$ cat src/rtl/bridge_pkg.sv
// ---------------------------------------------------------------------------
// bridge_pkg
// Shared definitions for the AHB-to-APB bridge front-end:
//   - HTRANS encodings
//   - AHB slave state encoding
//   - default bus widths and the queued-request width (write + addr + data)
// ---------------------------------------------------------------------------
package bridge_pkg;

  localparam logic [1:0] HTRANS_IDLE   = 2'b00;
  localparam logic [1:0] HTRANS_BUSY   = 2'b01;
  localparam logic [1:0] HTRANS_NONSEQ = 2'b10;
  localparam logic [1:0] HTRANS_SEQ    = 2'b11;

  localparam int BUS_ADDR_W = 32;
  localparam int BUS_DATA_W = 32;
  localparam int REQ_W      = BUS_ADDR_W + 1 + BUS_DATA_W;

  localparam logic [2:0] ST_IDLE    = 3'd0;
  localparam logic [2:0] ST_WR_DATA = 3'd1;
  localparam logic [2:0] ST_RD_PUSH = 3'd2;
  localparam logic [2:0] ST_RD_WAIT = 3'd3;
  localparam logic [2:0] ST_RD_DONE = 3'd4;

  typedef enum logic [2:0] {
    S_IDLE    = ST_IDLE,
    S_WR_DATA = ST_WR_DATA,
    S_RD_PUSH = ST_RD_PUSH,
    S_RD_WAIT = ST_RD_WAIT,
    S_RD_DONE = ST_RD_DONE
  } ahb_state_e;

  // Width of one queued request {write, address, data}.
  function automatic int req_width(input int aw, input int dw);
    return aw + 1 + dw;
  endfunction

endpackage

$ cat src/rtl/bridge_fifo.sv
// ---------------------------------------------------------------------------
// bridge_fifo
// Synchronous FIFO, power-of-2 depth, asynchronous active-high reset.
// Storage is cleared on reset so dout reads as zero while empty after reset.
// A push into a full FIFO is accepted when a pop happens in the same cycle;
// a pop on an empty FIFO is ignored.
// Ports:
//   clk, rst      clock / async active-high reset
//   push, din     write request and data
//   pop           remove head entry
//   dout          head entry (driven from registered storage)
//   full, empty   occupancy flags
//   count         number of stored entries (0..DEPTH)
// ---------------------------------------------------------------------------
module bridge_fifo #(
  parameter int WIDTH = 65,
  parameter int DEPTH = 4
) (
  input  logic                       clk,
  input  logic                       rst,
  input  logic                       push,
  input  logic                       pop,
  input  logic [WIDTH-1:0]           din,
  output logic [WIDTH-1:0]           dout,
  output logic                       full,
  output logic                       empty,
  output logic [$clog2(DEPTH):0]     count
);

  localparam int PTR_W = $clog2(DEPTH);
  localparam int CNT_W = $clog2(DEPTH) + 1;

  logic [WIDTH-1:0] mem_q [DEPTH];
  logic [PTR_W-1:0] wr_ptr_q;
  logic [PTR_W-1:0] rd_ptr_q;
  logic [CNT_W-1:0] count_q;

  logic do_pop;
  logic do_push;

  assign empty   = (count_q == '0);
  assign full    = (count_q == CNT_W'(DEPTH));
  assign do_pop  = pop & ~empty;
  assign do_push = push & (~full | do_pop);

  assign dout  = mem_q[rd_ptr_q];
  assign count = count_q;

  // Pointers are PTR_W bits wide, so increments wrap modulo DEPTH.
  always_ff @(posedge clk or posedge rst) begin
    if (rst) begin
      wr_ptr_q <= '0;
      rd_ptr_q <= '0;
      count_q  <= '0;
      for (int i = 0; i < DEPTH; i++) begin
        mem_q[i] <= '0;
      end
    end else begin
      if (do_push) begin
        mem_q[wr_ptr_q] <= din;
        wr_ptr_q        <= wr_ptr_q + PTR_W'(1);
      end
      if (do_pop) begin
        rd_ptr_q <= rd_ptr_q + PTR_W'(1);
      end
      case ({do_push, do_pop})
        2'b10:   count_q <= count_q + CNT_W'(1);
        2'b01:   count_q <= count_q - CNT_W'(1);
        default: count_q <= count_q;
      endcase
    end
  end

endmodule

$ cat src/rtl/ahb_slave_if.sv
// ---------------------------------------------------------------------------
// ahb_slave_if
// AHB-Lite slave front-end for the AHB-to-APB bridge. Each accepted transfer
// is queued as {write, address, data}; the queue head is presented to the
// APB master and popped on its completion strobe Pint. Writes are posted,
// reads hold the AHB bus until their APB read data returns.
// Ports:
//   Hclk, Hreset          clock / async active-high reset
//   Hsel, Haddr, Htrans,  AHB address phase
//   Hwrite, Hready_in
//   Hwdata                AHB write data (data phase)
//   Hreadyout, Hresp,     AHB slave response (Hresp always OKAY)
//   Hrdata
//   addr_temp, data_temp  queue head: {write, address} and write data
//   transfer              queue not empty
//   Pint, rdata_temp      APB completion strobe and read data
// ---------------------------------------------------------------------------
module ahb_slave_if
  import bridge_pkg::*;
#(
  parameter int FIFO_DEPTH = 4,
  parameter int ADDR_W     = BUS_ADDR_W,
  parameter int DATA_W     = BUS_DATA_W
) (
  input  logic              Hclk,
  input  logic              Hreset,
  input  logic              Hsel,
  input  logic [ADDR_W-1:0] Haddr,
  input  logic [1:0]        Htrans,
  input  logic              Hwrite,
  input  logic [DATA_W-1:0] Hwdata,
  input  logic              Hready_in,
  output logic              Hreadyout,
  output logic              Hresp,
  output logic [DATA_W-1:0] Hrdata,
  output logic [ADDR_W:0]   addr_temp,
  output logic [DATA_W-1:0] data_temp,
  output logic              transfer,
  input  logic              Pint,
  input  logic [DATA_W-1:0] rdata_temp
);

  localparam int RW = req_width(ADDR_W, DATA_W);

  ahb_state_e        state_q;
  ahb_state_e        state_d;
  logic [ADDR_W-1:0] addr_q;
  logic [DATA_W-1:0] hrdata_q;
  logic [DATA_W-1:0] hrdata_d;

  logic                    fifo_push;
  logic [RW-1:0]           fifo_din;
  logic [RW-1:0]           fifo_dout;
  logic                    fifo_full;
  logic                    fifo_empty;
  logic [$clog2(FIFO_DEPTH):0] fifo_count_unused;

  logic accept;
  logic addr_phase_ok;
  logic take;
  logic head_pop;
  logic ready_d;

  // NONSEQ and SEQ both start a real transfer; IDLE/BUSY are ignored.
  assign accept   = Hsel & Hready_in &
                    ((Htrans == HTRANS_NONSEQ) | (Htrans == HTRANS_SEQ));
  assign take     = accept & addr_phase_ok;
  assign head_pop = Pint & ~fifo_empty;

  always_comb begin
    fifo_push     = 1'b0;
    fifo_din      = '0;
    ready_d       = 1'b1;
    addr_phase_ok = 1'b0;
    state_d       = state_q;
    hrdata_d      = hrdata_q;
    case (state_q)
      S_IDLE, S_RD_DONE: begin
        addr_phase_ok = 1'b1;
        if (take) begin
          state_d = Hwrite ? S_WR_DATA : S_RD_PUSH;
        end else begin
          state_d = S_IDLE;
        end
      end
      S_WR_DATA: begin
        // A pop in this cycle frees a slot, so a full queue can still take
        // the write without a wait state.
        if (!fifo_full || head_pop) begin
          fifo_push     = 1'b1;
          fifo_din      = {1'b1, addr_q, Hwdata};
          addr_phase_ok = 1'b1;
          if (take) begin
            state_d = Hwrite ? S_WR_DATA : S_RD_PUSH;
          end else begin
            state_d = S_IDLE;
          end
        end else begin
          ready_d = 1'b0;
        end
      end
      S_RD_PUSH: begin
        ready_d = 1'b0;
        if (!fifo_full || head_pop) begin
          fifo_push = 1'b1;
          fifo_din  = {1'b0, addr_q, {DATA_W{1'b0}}};
          state_d   = S_RD_WAIT;
        end
      end
      S_RD_WAIT: begin
        ready_d = 1'b0;
        // Only one read is ever queued, so a read entry at the head is ours;
        // pops of earlier posted writes leave the read waiting.
        if (head_pop && !fifo_dout[RW-1]) begin
          hrdata_d = rdata_temp;
          state_d  = S_RD_DONE;
        end
      end
      default: begin
        state_d = S_IDLE;
      end
    endcase
  end

  always_ff @(posedge Hclk or posedge Hreset) begin
    if (Hreset) begin
      state_q  <= S_IDLE;
      addr_q   <= '0;
      hrdata_q <= '0;
    end else begin
      state_q  <= state_d;
      hrdata_q <= hrdata_d;
      if (take) begin
        addr_q <= Haddr;
      end
    end
  end

  bridge_fifo #(
    .WIDTH (RW),
    .DEPTH (FIFO_DEPTH)
  ) u_fifo (
    .clk   (Hclk),
    .rst   (Hreset),
    .push  (fifo_push),
    .pop   (Pint),
    .din   (fifo_din),
    .dout  (fifo_dout),
    .full  (fifo_full),
    .empty (fifo_empty),
    .count (fifo_count_unused)
  );

  assign Hreadyout = ready_d;
  assign Hresp     = 1'b0;
  assign Hrdata    = hrdata_q;
  assign addr_temp = fifo_dout[RW-1:DATA_W];
  assign data_temp = fifo_dout[DATA_W-1:0];
  assign transfer  = ~fifo_empty;

endmodule

$ cat config.mk
export PLATFORM = sky130hd
export DESIGN_NAME = ahb_slave_if
export DESIGN_NICKNAME = d
export VERILOG_FILES = /design/src/rtl/bridge_pkg.sv /design/src/rtl/bridge_fifo.sv /design/src/rtl/ahb_slave_if.sv
export SDC_FILE = /design/constraint.sdc
export NUM_CORES = 1
export LEC_CHECK = 0
export ABC_AREA = 1
export BUFFER_PORTS_ARGS = -buffer_cell sky130_fd_sc_hd__buf_2
export CAP_MARGIN = 40
export CORE_UTILIZATION = 50
export DETAILED_ROUTE_END_ITERATION = 12
export GPL_ROUTABILITY_DRIVEN = 0
export PLACE_DENSITY = 0.81
export SETUP_SLACK_MARGIN = 0.1
export SYNTH_ARGS = -nofsm -noshare
export SYNTH_HDL_FRONTEND = slang
export SYNTH_SLANG_ARGS = --single-unit
$ cat constraint.sdc
create_clock -name Hclk -period 34 [get_ports Hclk]
set_clock_uncertainty 0.1 [all_clocks]
set_input_delay 6.8 -clock Hclk [delete_from_list [all_inputs] [get_ports Hclk]]
set_output_delay 6.8 -clock Hclk [all_outputs]
set_load 0.02 [all_outputs]
Word level (Yosys, flattened, before mapping). Cells that the tools add are included.

Register bits: 334. Input bits: 104. Output and inout port bits: 100.

Bitwise logic cells: 11. Add/sub/neg operators: 4. Multiplexer cells: 20. Reduce and logical (&&, ||, !) cells: 13. Magnitude comparators: 3. Equal/unequal tests: 12.

Operators with widths (number): bitwise mux 260 bit (1); 2-to-1 mux 65 bit (4); binary-select mux 65 bit (select 2 bit) (1); demux 65 bit (select 2 bit) (1); case mux 65 bit (2 select lines) (1); 2-to-1 mux 64 bit (1); case mux 3 bit (4 select lines) (1); 2-to-1 mux 3 bit (3); == test 2 bit, second input constant (3); == test 3 x 2 -> 1 bit, second input constant (2); == test 3 bit, second input constant (2); >= comparator 3 bit, second input constant (2); zero test 3 bit (2); != test 2 bit, second input constant (3); inverter 2 -> 3 bit (2); case mux 3 bit (2 select lines) (1); OR reduction 2 bit (3); AND 1 bit (5); adder 2 x 1 -> 2 bit, second input constant (2); 2-to-1 mux 2 bit (2); case mux 1 bit (2 select lines) (2); adder 3 x 1 -> 3 bit, second input constant (1); == test 3 x 1 -> 1 bit, second input constant (1); less-than comparator 3 x 1 -> 1 bit, second input constant (1); 11 further kinds (16).

Logic depth before layout (Yosys ltp). Gate-level depths: netlist (run 1).

Depth in word-level cells: 10. Gate-level depth with buffers: 12. Gate-level depth less buffers: 12.

Hierarchy. Synthesis (run 1) repeated with hierarchy kept, for this count alone.

Cells, all modules: 1997. Area total of the unflattened synthesis: 15990.3 µm².

Modules (own cells, without submodules): bridge_fifo (instances 1, cells an instance 1575, area an instance 12836.1 µm²); ahb_slave_if (instances 1, cells an instance 422, area an instance 3154.3 µm²).

Worst setup path before layout (run 1). Ideal clock, no wire load.

Path type: input port to output port. From: input port Pint. To: output port Hreadyout. Required time: 27100 ps. Path slack: 19799 ps. Arrival time: 7301 ps. Stages: 4. Cell sequence: nor2_1 > nand2_2 > nand2_2 > nand3_1.

Longest elaborated chain between the ends: 4.

RTL lines: from (decl) (RTL line ahb_slave_if.sv:39) `input logic Pint,`; AND 1 bit (RTL line ahb_slave_if.sv:68) `assign head_pop = Pint & ~fifo_empty;`; logical OR 1 bit (RTL line ahb_slave_if.sv:89) `if (!fifo_full || head_pop) begin`; 2-to-1 mux 1 bit (RTL line ahb_slave_if.sv:89); case mux 1 bit (2 select lines) (RTL line ahb_slave_if.sv:77) `case (state_q)`; to (decl) (RTL line ahb_slave_if.sv:33) `output logic Hreadyout,`.

Every way passes these cells.

Worst setup path after layout (run 1). Ends and elaborated chain as after synthesis.

==> impl_metrics.ini, run 1 <==
[clock_tree]
htree_num_levels = 2
cts.hold.buffers_added = 0
cts_tree = done
cts_buffer_depth = 3
numClockSinks = 334
clk_pin_slew_worst_paths_ps = 60
ctsRootBufferMaster = sky130_fd_sc_hd__clkbuf_16
post_cts_resize_count = 0
postCtsSetupRepairBufs = 0
cts_inserted_buffers = 36
worst_skew_pair.late_latency_ps = 510

[timing]
worst-slew-pin-transition_ps = 874
count_of_final_setup_violators = 0
fin_hold_ws_ps = 372
rsz0062_at_grt = no
timing.max_slew.rel_slack_pct = 41.7
hold_viol = 0
setup-tns-final_ps = 0
timing.final.crit_period_ps = 14410
timing.final.crit_share_pct = 42.4
max_clock_freq_mhz = 69.4
timing.final.max_slew_violations = 0
layout_setup_ws_ps = 19590

[routing]
routed-wl-met2_um = 15500
drtAntennaViolNets = 0
via_per_inst = 5.36
finalWirelength_um = 33300
met3RoutedLength_um = 2260
top_metal_used = met4
drt-initial-drc-count = 1019
drc = 0
routed_wire_length_per_instance_um = 15.5
routed_length_on_met1_um = 14600
dr.pass1.iters = 5
detailroute.via_count = 11500

[setup_path]
worst_setup_path_end_kind = output pin
crit_fanout = 7
critical_path.top_delay_family = simple AND/OR/NAND/NOR gates
sum_of_buffers_and_inverters_on_the_critical_path = 2
worst_ep_arrival_time_ps = 7510
worst_path_largest_cell_delay_ps = 170
cell_breakdown_of_the_critical_path = buf_2 > nor2_1 > nand2_2 > nand2_2 > nand3_1 > buf_2
start_kind = input pin
crit_path_top_delay_cell = sky130_fd_sc_hd__buf_2
setup.worst_path.class = in2out
required_ps = 27100

[cells_and_area]
final.fill_count = 2430
syn_to_final_growth_pct = 15.9
multi_input_comb_area_mm2 = 0.00499
final_nets = 1850
seq_area_mm2 = 0.00836
fraction_of_layout_cells_with_a_size_suffix_above_1_pct = 16.7

[logic_synthesis]
post_synth.cell_area_avg_um2 = 8.80
yosysWarnings = 0
synth.distinct_cells = 26
postSynthCellCount = 1602
ys_seq_area_share_pct = 59.3
synth_nets = 1712
number_of_synthesized_register_bits = 334
mappedNetlistArea_mm2 = 0.0141

[placement]
placement.io_buffers = 201
dpl_worst_slack_ps = 19590
place_hpwl_um = 19100

[pwr]
sequential_fraction_of_design_power_pct = 37.6
pwr_density_cell_mw_per_mm2 = 109
power_switching_share_pct = 42.2
combinational_power_share_pct = 41.4
power.share.clock_pct = 21.0
vdd_drop_max_mv = 0.0564
power.switching_uw = 755
power.static_leakage_uw = 0.00801
internal_power_uw = 1030

[floorplanning]
initial_core_util_pct = 50.7
dieArea_mm2 = 0.0289
die_h_um = 170
floorplan.rows = 61
io_pins = 204
placeableCoreArea_mm2 = 0.0278
die_w_um = 170

[global_route]
grt_max_degree = 88
grt_antenna_before_repair = 3
grt_pass1_wl_um = 55700
gr-total-overflow = 0
grt_usage_pct = 23.8
via_count_of_the_first_global_routing_pass = 11400

[min_path]
hold_path.class = reg2reg

[job]
timing.max_cap.violations = 0

[run_status]
run_status = complete, no violations
flip-flops by register name (all words and copies together), names as in the netlist:
| register | count |
|---|---|
| u_fifo.count | 3 |
| u_fifo.mem_q | 260 |
| u_fifo.rd_ptr_q | 2 |
| u_fifo.wr_ptr_q | 2 |
| state_q | 3 |
| addr_q | 32 |
| Hrdata | 32 |
cells in the mapped netlist:
cell,number,area [µm²]
sky130_fd_sc_hd__a21boi_2,1,11.3
sky130_fd_sc_hd__a21oi_1,34,170
sky130_fd_sc_hd__and3_1,1,6.26
sky130_fd_sc_hd__buf_1,1,3.75
sky130_fd_sc_hd__buf_2,54,270
sky130_fd_sc_hd__buf_4,13,97.6
sky130_fd_sc_hd__buf_6,3,33.8
sky130_fd_sc_hd__clkbuf_1,44,165
sky130_fd_sc_hd__conb_1,1,3.75
sky130_fd_sc_hd__dfrtp_1,334,8360
sky130_fd_sc_hd__fa_1,1,20.0
sky130_fd_sc_hd__ha_1,5,62.6
sky130_fd_sc_hd__inv_1,46,173
sky130_fd_sc_hd__inv_2,6,22.5
sky130_fd_sc_hd__nand2_1,420,1580
sky130_fd_sc_hd__nand2_2,7,43.8
sky130_fd_sc_hd__nand3_1,7,35.0
sky130_fd_sc_hd__nand3_2,1,10.0
sky130_fd_sc_hd__nor2_1,165,619
sky130_fd_sc_hd__nor2_2,1,6.26
sky130_fd_sc_hd__nor2_8,1,20.0
sky130_fd_sc_hd__o21ai_0,139,696
sky130_fd_sc_hd__o21ai_1,248,1240
sky130_fd_sc_hd__o22ai_1,64,400
sky130_fd_sc_hd__xnor2_1,1,8.76
sky130_fd_sc_hd__xor2_1,4,35.0
worst register-to-register path: cells and delay by family, from the launching register on:
family                 cells  cell delay [ps]
buffers and inverters      3             1650
flip-flops                 1              900
AND/OR/NAND/NOR            6             1190
worst paths after layout:
kind,startpoint,end,slack (ps),depth (start not counted)
min reg2reg,Hrdata[7],Hrdata[7],370,2
min in group asynchronous,Hreset,Hrdata[25],6190,2
max,Pint,Hreadyout,19590,6
max reg2reg,u_fifo.rd_ptr_q[0],Hrdata[3],30100,9
min,Hrdata[7],Hrdata[7],370,2
max in group asynchronous,Hreset,u_fifo.mem_q[68],25250,5
per-layer routing:
layer / global-route usage, % / up-vias
li1: - / 5561
met1: 31.9 / 5494
met2: 39.1 / 401
met3: 3.58 / 60
met4: 9.20 / 0
met5: 0 / -
metrics by stage:
step	util, %	instance area, µm²	power [µW]	instances
6_report	58.8	16300	1790	2148
5_1_grt	58.8	16300	1920	2148
4_1_cts	58.8	16300	1800	2145
3_5_place_dp	54.6	15200	1410	2080
3_3_place_gp	54.4	15100	1380	2078
2_1_floorplan	-	14100	1190	1602
cell usage in the layout (no fill, tap or decap), types with 2 or more instances in the layout:
master,synthesis,routed
sky130_fd_sc_hd__a21oi_1,34,34
sky130_fd_sc_hd__buf_2,54,201
sky130_fd_sc_hd__buf_4,13,12
sky130_fd_sc_hd__clkbuf_1,44,7
sky130_fd_sc_hd__clkbuf_16,0,37
sky130_fd_sc_hd__clkbuf_8,0,8
sky130_fd_sc_hd__clkinv_2,0,8
sky130_fd_sc_hd__dfrtp_1,334,332
sky130_fd_sc_hd__diode_2,0,3
sky130_fd_sc_hd__ha_1,5,5
sky130_fd_sc_hd__inv_1,46,43
sky130_fd_sc_hd__inv_2,6,7
sky130_fd_sc_hd__inv_6,0,2
sky130_fd_sc_hd__nand2_1,420,420
sky130_fd_sc_hd__nand2_2,7,3
sky130_fd_sc_hd__nand2_4,0,4
sky130_fd_sc_hd__nand3_1,7,7
sky130_fd_sc_hd__nor2_1,165,165
sky130_fd_sc_hd__o21ai_0,139,139
sky130_fd_sc_hd__o21ai_1,248,248
sky130_fd_sc_hd__o22ai_1,64,64
sky130_fd_sc_hd__xor2_1,4,4
cell type report:
class,instances,share of cell area (%)
well taps,378,2.90
multi-input cells,1101,30.5
inverters,52,1.26
clock inverters,13,0.552
clock buffers,52,6.50
repair buffers,215,7.00
diodes,3,0.0460
flip-flops and latches,334,51.2
cell families after synthesis:
family | Yosys count | share of synthesized area [%]
AND/OR/NAND/NOR | 603 | 16.4
AO/OA/AOI/OAI | 486 | 17.9
flip-flops | 334 | 59.3
buffers and inverters | 167 | 5.43
adder cells (fa/ha/maj) | 6 | 0.586
XOR/XNOR | 5 | 0.311
other | 1 | 0.0266
power groups by stage:
stage	Combinational, µW	Clock, µW	Sequential, µW
floorplan	526	0	667
global placement	718	0	665
detailed placement	739	0	673
CTS	743	385	670
global route	826	400	693
finish	740	376	671
(Power assumes the default switching activity.)
==> run 2: changes to the inputs <==
==> constraint.sdc (replaced) <==
create_clock -name Hclk -period 14.4 [get_ports Hclk]
set_clock_uncertainty 0.1 [all_clocks]
set_input_delay 2.88 -clock Hclk [delete_from_list [all_inputs] [get_ports Hclk]]
set_output_delay 2.88 -clock Hclk [all_outputs]
set_load 0.02 [all_outputs]
==> run 2 against run 1 <==
  * Hold slack improved by 2.8 ps
  * Combinational power increased by 140%
  * Sequential power rose by 140%
  * Register-to-register slack got worse by 20000 ps
  * Die area unchanged
  * Clock power grew 150%
  * Final area up 1.2%
  * Highest routed layer unchanged
  * Wire length rose by 2.2%
  * Via count increased by 0.56%
==> impl_metrics.ini, run 2 (synthesis gave the netlist of run 1 again) <==
[run_status]
run_status = complete, no violations

[timing]
timing.final.crit_period_ps = 6580
rsz0062_at_grt = no
worst-slew-pin-transition_ps = 851
timing.max_slew.rel_slack_pct = 43.3
timing.final.max_slew_violations = 0
max_clock_freq_mhz = 152
timing.final.crit_share_pct = 45.7
setup-tns-final_ps = 0
count_of_final_setup_violators = 0
hold_viol = 0

[floorplanning]
initial_core_util_pct = 50.7
die_w_um = 170
die_h_um = 170
io_pins = 204
dieArea_mm2 = 0.0289
floorplan.rows = 61
placeableCoreArea_mm2 = 0.0278

[clock_tree]
numClockSinks = 334
clk_pin_slew_worst_paths_ps = 60
cts.hold.buffers_added = 0
postCtsSetupRepairBufs = 0
post_cts_resize_count = 0
worst_skew_pair.late_latency_ps = 520
cts_buffer_depth = 3
ctsRootBufferMaster = sky130_fd_sc_hd__clkbuf_16
cts_tree = done
htree_num_levels = 2
cts_inserted_buffers = 36

[setup_path]
critical_path.top_delay_family = simple AND/OR/NAND/NOR gates
timing.rr.end = Hrdata[5]
r2r_slack_ps = 10490
regToRegStartpoint = u_fifo.rd_ptr_q[0]
required_ps = 11420
critical_path.startpoint = Pint
crit_fanout = 7
setup.worst_path.class = in2out
start_kind = input pin
cell_breakdown_of_the_critical_path = buf_2 > nor2_1 > nand2_2 > nand2_2 > nand3_1 > buf_2
reg2reg_depth = 10
worst_path_largest_cell_delay_ps = 170
worst_setup_path_end_kind = output pin
worst_ep_arrival_time_ps = 3600
crit_path_top_delay_cell = sky130_fd_sc_hd__buf_2
sum_of_buffers_and_inverters_on_the_critical_path = 2

[placement]
place_hpwl_um = 19600
place_inst = 2085
placement.io_buffers = 201

[routing]
finalWirelength_um = 34100
top_metal_used = met4
met3RoutedLength_um = 2040
routed_length_on_met1_um = 15100
via_per_inst = 5.38
drt-initial-drc-count = 976
detailroute.via_count = 11600
routed-wl-met2_um = 16000
dr.pass1.iters = 5
routed_wire_length_per_instance_um = 15.8
drc = 0
drtAntennaViolNets = 0

[cells_and_area]
final_nets = 1855
seq_area_mm2 = 0.00836
multi_input_comb_area_mm2 = 0.00499
final.fill_count = 2424
number_of_flip_flops_under_the_largest_register_name = 260
fraction_of_layout_cells_with_a_size_suffix_above_1_pct = 16.6
syn_to_final_growth_pct = 17.3
most_common_library_cell_in_the_layout_ignoring_fill_and_taps = sky130_fd_sc_hd__nand2_1
number_of_standard_cells_in_the_final_layout_excluding_fillers = 2154
layout.cells.most_common_list = 420 x sky130_fd_sc_hd__nand2_1, 332 x sky130_fd_sc_hd__dfrtp_1, 248 x sky130_fd_sc_hd__o21ai_1, 201 x sky130_fd_sc_hd__buf_2, 165 x sky130_fd_sc_hd__nor2_1
largest_register = u_fifo.mem_q

[job]
timing.max_cap.violations = 0

[min_path]
min_from = Hrdata[10]
hold_path_end = Hrdata[10]
hold_path.class = reg2reg
min_path_cells = 2

[global_route]
grt_max_degree = 99
gr-total-overflow = 0
via_count_of_the_first_global_routing_pass = 11200
grt_pass1_wl_um = 55400
grt_antenna_before_repair = 4
grt_usage_pct = 23.8

[pwr]
power.static_leakage_uw = 0.00810
design_power_total_uw = 4300
pwr_density_cell_mw_per_mm2 = 260
vdd_drop_max_mv = 0.141
[run 2: layer usage]
metal | vias to the layer above | global-route usage [%]
met4 | 0 | 8.85
li1 | 5572 | -
met2 | 407 | 38.5
met5 | - | 0
met3 | 73 | 3.60
met1 | 5529 | 32.6
[run 2: final cells by class]
cell class | instances | area share, %
antenna | 4 | 0.0606
clock buffer | 56 | 6.33
clock inverter | 9 | 0.909
inverter | 52 | 1.24
multi-input combinational | 1101 | 30.2
sequential | 334 | 50.6
tap | 378 | 2.86
timing repair buffer | 220 | 7.80
[run 2: worst max path at each step]
stage	depth (start not counted)	end
2_1_floorplan	1	Hrdata[0]
3_3_place_gp	6	Hreadyout
3_5_place_dp	6	Hreadyout
4_1_cts	6	Hreadyout
5_1_grt	6	Hreadyout
6_report	6	Hreadyout
[run 2: power breakdown]
group	switching [µW]	internal, µW	total [µW]
clock	369	558	927
combinational	1200	586	1780
sequential	231	1350	1580
total	1800	2500	4300
[run 2: stage by stage]
stage | worst slack, ps | instance area [µm²] | hold WS (ps) | util, %
2_1_floorplan | 2170 | 14100 | 344 | -
3_3_place_gp | 7830 | 15100 | 360 | 54.4
3_5_place_dp | 7820 | 15300 | 361 | 55.1
4_1_cts | 7820 | 16500 | 377 | 59.4
5_1_grt | 7750 | 16500 | 396 | 59.5
6_report | 7820 | 16500 | 375 | 59.5
[run 2: worst reg2reg max path, delay by kind of cell, from the launching register on]
kind	cells	cell delay (ps)
buf+inv	4	1670
simple gates	6	1220
flops	1	850
==> run 3: changes to the inputs <==
--- a/config.mk
+++ b/config.mk
@@ -11,7 +11,7 @@
 export CORE_UTILIZATION = 50
 export DETAILED_ROUTE_END_ITERATION = 12
 export GPL_ROUTABILITY_DRIVEN = 0
-export PLACE_DENSITY = 0.81
+export PLACE_DENSITY = 0.84
 export SETUP_SLACK_MARGIN = 0.1
 export SYNTH_ARGS = -nofsm -noshare
 export SYNTH_HDL_FRONTEND = slang
==> constraint.sdc (replaced) <==
create_clock -name Hclk -period 5.6 [get_ports Hclk]
set_clock_uncertainty 0.1 [all_clocks]
set_input_delay 1.12 -clock Hclk [delete_from_list [all_inputs] [get_ports Hclk]]
set_output_delay 1.12 -clock Hclk [all_outputs]
set_load 0.02 [all_outputs]
==> run 3 against run 2 <==
  * Total power rose to 2.5 times the previous value
  * Clock power up 150%
  * Non-clock buffer count did not move
  * Utilization fell by 0.37 points
  * Critical path depth shrank 2
  * Hold slack worse by 1.9 ps
  * Die area did not move
  * Count of clock-buffer cells in the layout down 10
  * Sequential cell count is the same
==> impl_metrics.ini, run 3 (synthesis gave the netlist of run 1 again) <==
[run_status]
run_status = complete, no violations

[clock_tree]
postCtsSetupRepairBufs = 0
clk_pin_slew_worst_paths_ps = 60
cts.hold.buffers_added = 0
numClockSinks = 334
worst_skew_pair.late_latency_ps = 510
ctsRootBufferMaster = sky130_fd_sc_hd__clkbuf_16
cts_tree = done
post_cts_resize_count = 0
cts_inserted_buffers = 36
htree_num_levels = 2
cts_buffer_depth = 3

[cells_and_area]
largest_register = u_fifo.mem_q
fraction_of_layout_cells_with_a_size_suffix_above_1_pct = 16.8
number_of_flip_flops_under_the_largest_register_name = 260
layout.cells.most_common_list = 420 x sky130_fd_sc_hd__nand2_1, 332 x sky130_fd_sc_hd__dfrtp_1, 248 x sky130_fd_sc_hd__o21ai_1, 201 x sky130_fd_sc_hd__buf_2, 165 x sky130_fd_sc_hd__nor2_1
most_common_library_cell_in_the_layout_ignoring_fill_and_taps = sky130_fd_sc_hd__nand2_1
design_area_mm2 = 0.0164
final_nets = 1855
syn_to_final_growth_pct = 16.5

[pwr]
vdd_drop_max_mv = 0.313
pwr_density_cell_mw_per_mm2 = 667
power.switching_uw = 4630
power.static_leakage_uw = 0.00805
internal_power_uw = 6310
power_switching_share_pct = 42.3
sequential_fraction_of_design_power_pct = 37.3
combinational_power_share_pct = 41.8
power.share.clock_pct = 20.8

[floorplanning]
io_pins = 204
initial_core_util_pct = 50.7
dieArea_mm2 = 0.0289
die_h_um = 170
die_w_um = 170
floorplan.rows = 61
placeableCoreArea_mm2 = 0.0278

[setup_path]
crit_fanout = 68
setup.worst_path.class = reg2out
required_ps = 4380
worst_setup_path_end_kind = output pin
worst_ep_arrival_time_ps = 2950
reg2reg_depth = 8
start_kind = flop

[timing]
hold_viol = 0
max_clock_freq_mhz = 240
setup-tns-final_ps = 0
count_of_final_setup_violators = 0
rsz0062_at_grt = no
timing.final.crit_period_ps = 4170
worst-slew-pin-transition_ps = 828
timing.final.crit_share_pct = 74.5
timing.max_slew.rel_slack_pct = 44.7
timing.final.max_slew_violations = 0

[placement]
place_hpwl_um = 20000
placement.io_buffers = 201
dpl_cell_area_mm2 = 0.0153

[global_route]
grt_max_degree = 118
grt_antenna_before_repair = 1
gr-total-overflow = 0
via_count_of_the_first_global_routing_pass = 11300
grt_usage_pct = 24.1
grt_pass1_wl_um = 56400

[routing]
drt-initial-drc-count = 986
drc = 0
dr.pass1.iters = 5
drtAntennaViolNets = 0
finalWirelength_um = 34200
via_per_inst = 5.45
routed_wire_length_per_instance_um = 15.9
detailroute.via_count = 11700

[job]
timing.max_cap.violations = 0

[min_path]
hold_path.class = reg2reg
min_path_cells = 2
run 3: cell count changes in the layout (fill, tap and decap cells not counted), moves of 3 or more:
cell	previous run	this run
sky130_fd_sc_hd__clkinvlp_4	0	4
sky130_fd_sc_hd__clkbuf_1	13	7
sky130_fd_sc_hd__diode_2	4	1
sky130_fd_sc_hd__clkinv_2	3	9
sky130_fd_sc_hd__clkbuf_8	7	2
sky130_fd_sc_hd__buf_12	0	4
sky130_fd_sc_hd__buf_16	7	3
run 3: power by group through the flow:
stage | Combinational (µW) | Sequential [µW] | Clock [µW]
after floorplan | 3200 | 4050 | 0
after global placement | 4370 | 4040 | 0
after detailed placement | 4560 | 4090 | 0
after CTS | 4590 | 4070 | 2320
after global routing | 5100 | 4200 | 2430
final | 4580 | 4080 | 2280
run 3: per-stage QoR:
stage          hold WS, ps  power, µW  util, %  worst slack, ps  cells
6_report               373      10900     59.1             1430   2149
5_1_grt                394      11700     59.1             1280   2149
4_1_cts                377      11000     59.1             1450   2148
3_5_place_dp           361       8650     55.0             2000   2085
3_3_place_gp           358       8410     54.6             2030   2080
2_1_floorplan          344       7250        -            -82.6   1602
run 3: final cells by class:
class	count	area, µm²
diodes	1	2.50
clock buffers	46	980
clock inverters	17	154
fillers	2352	11400
inverters	52	201
multi-input cells	1101	4990
flip-flops and latches	334	8360
well taps	378	473
repair buffers	220	1260
run 3: critical path: stages (launching register included):
cell and delay, ps:
sky130_fd_sc_hd__dfrtp_4 860, sky130_fd_sc_hd__buf_4 720, sky130_fd_sc_hd__o21ai_0 200, sky130_fd_sc_hd__o22ai_1 320, sky130_fd_sc_hd__buf_2 220
run 3: final timing paths:
kind,start,slack (ps),endpoint
min in group asynchronous,Hreset,460,addr_q[27]
min,Hrdata[2],370,Hrdata[2]
max in group asynchronous,Hreset,3900,u_fifo.mem_q[213]
max,u_fifo.rd_ptr_q[0],1430,addr_temp[26]
max reg2reg,u_fifo.rd_ptr_q[0],2220,Hrdata[1]
min reg2reg,Hrdata[2],370,Hrdata[2]
run 3: routing by layer:
layer  track usage, %  vias up  routed length (µm)
li1                 -     5572                   -
met1             32.9     5620               14800
met2             39.3      443               16400
met3             3.81       67                2170
met4             8.50        0                 894
met5                0        -                   0
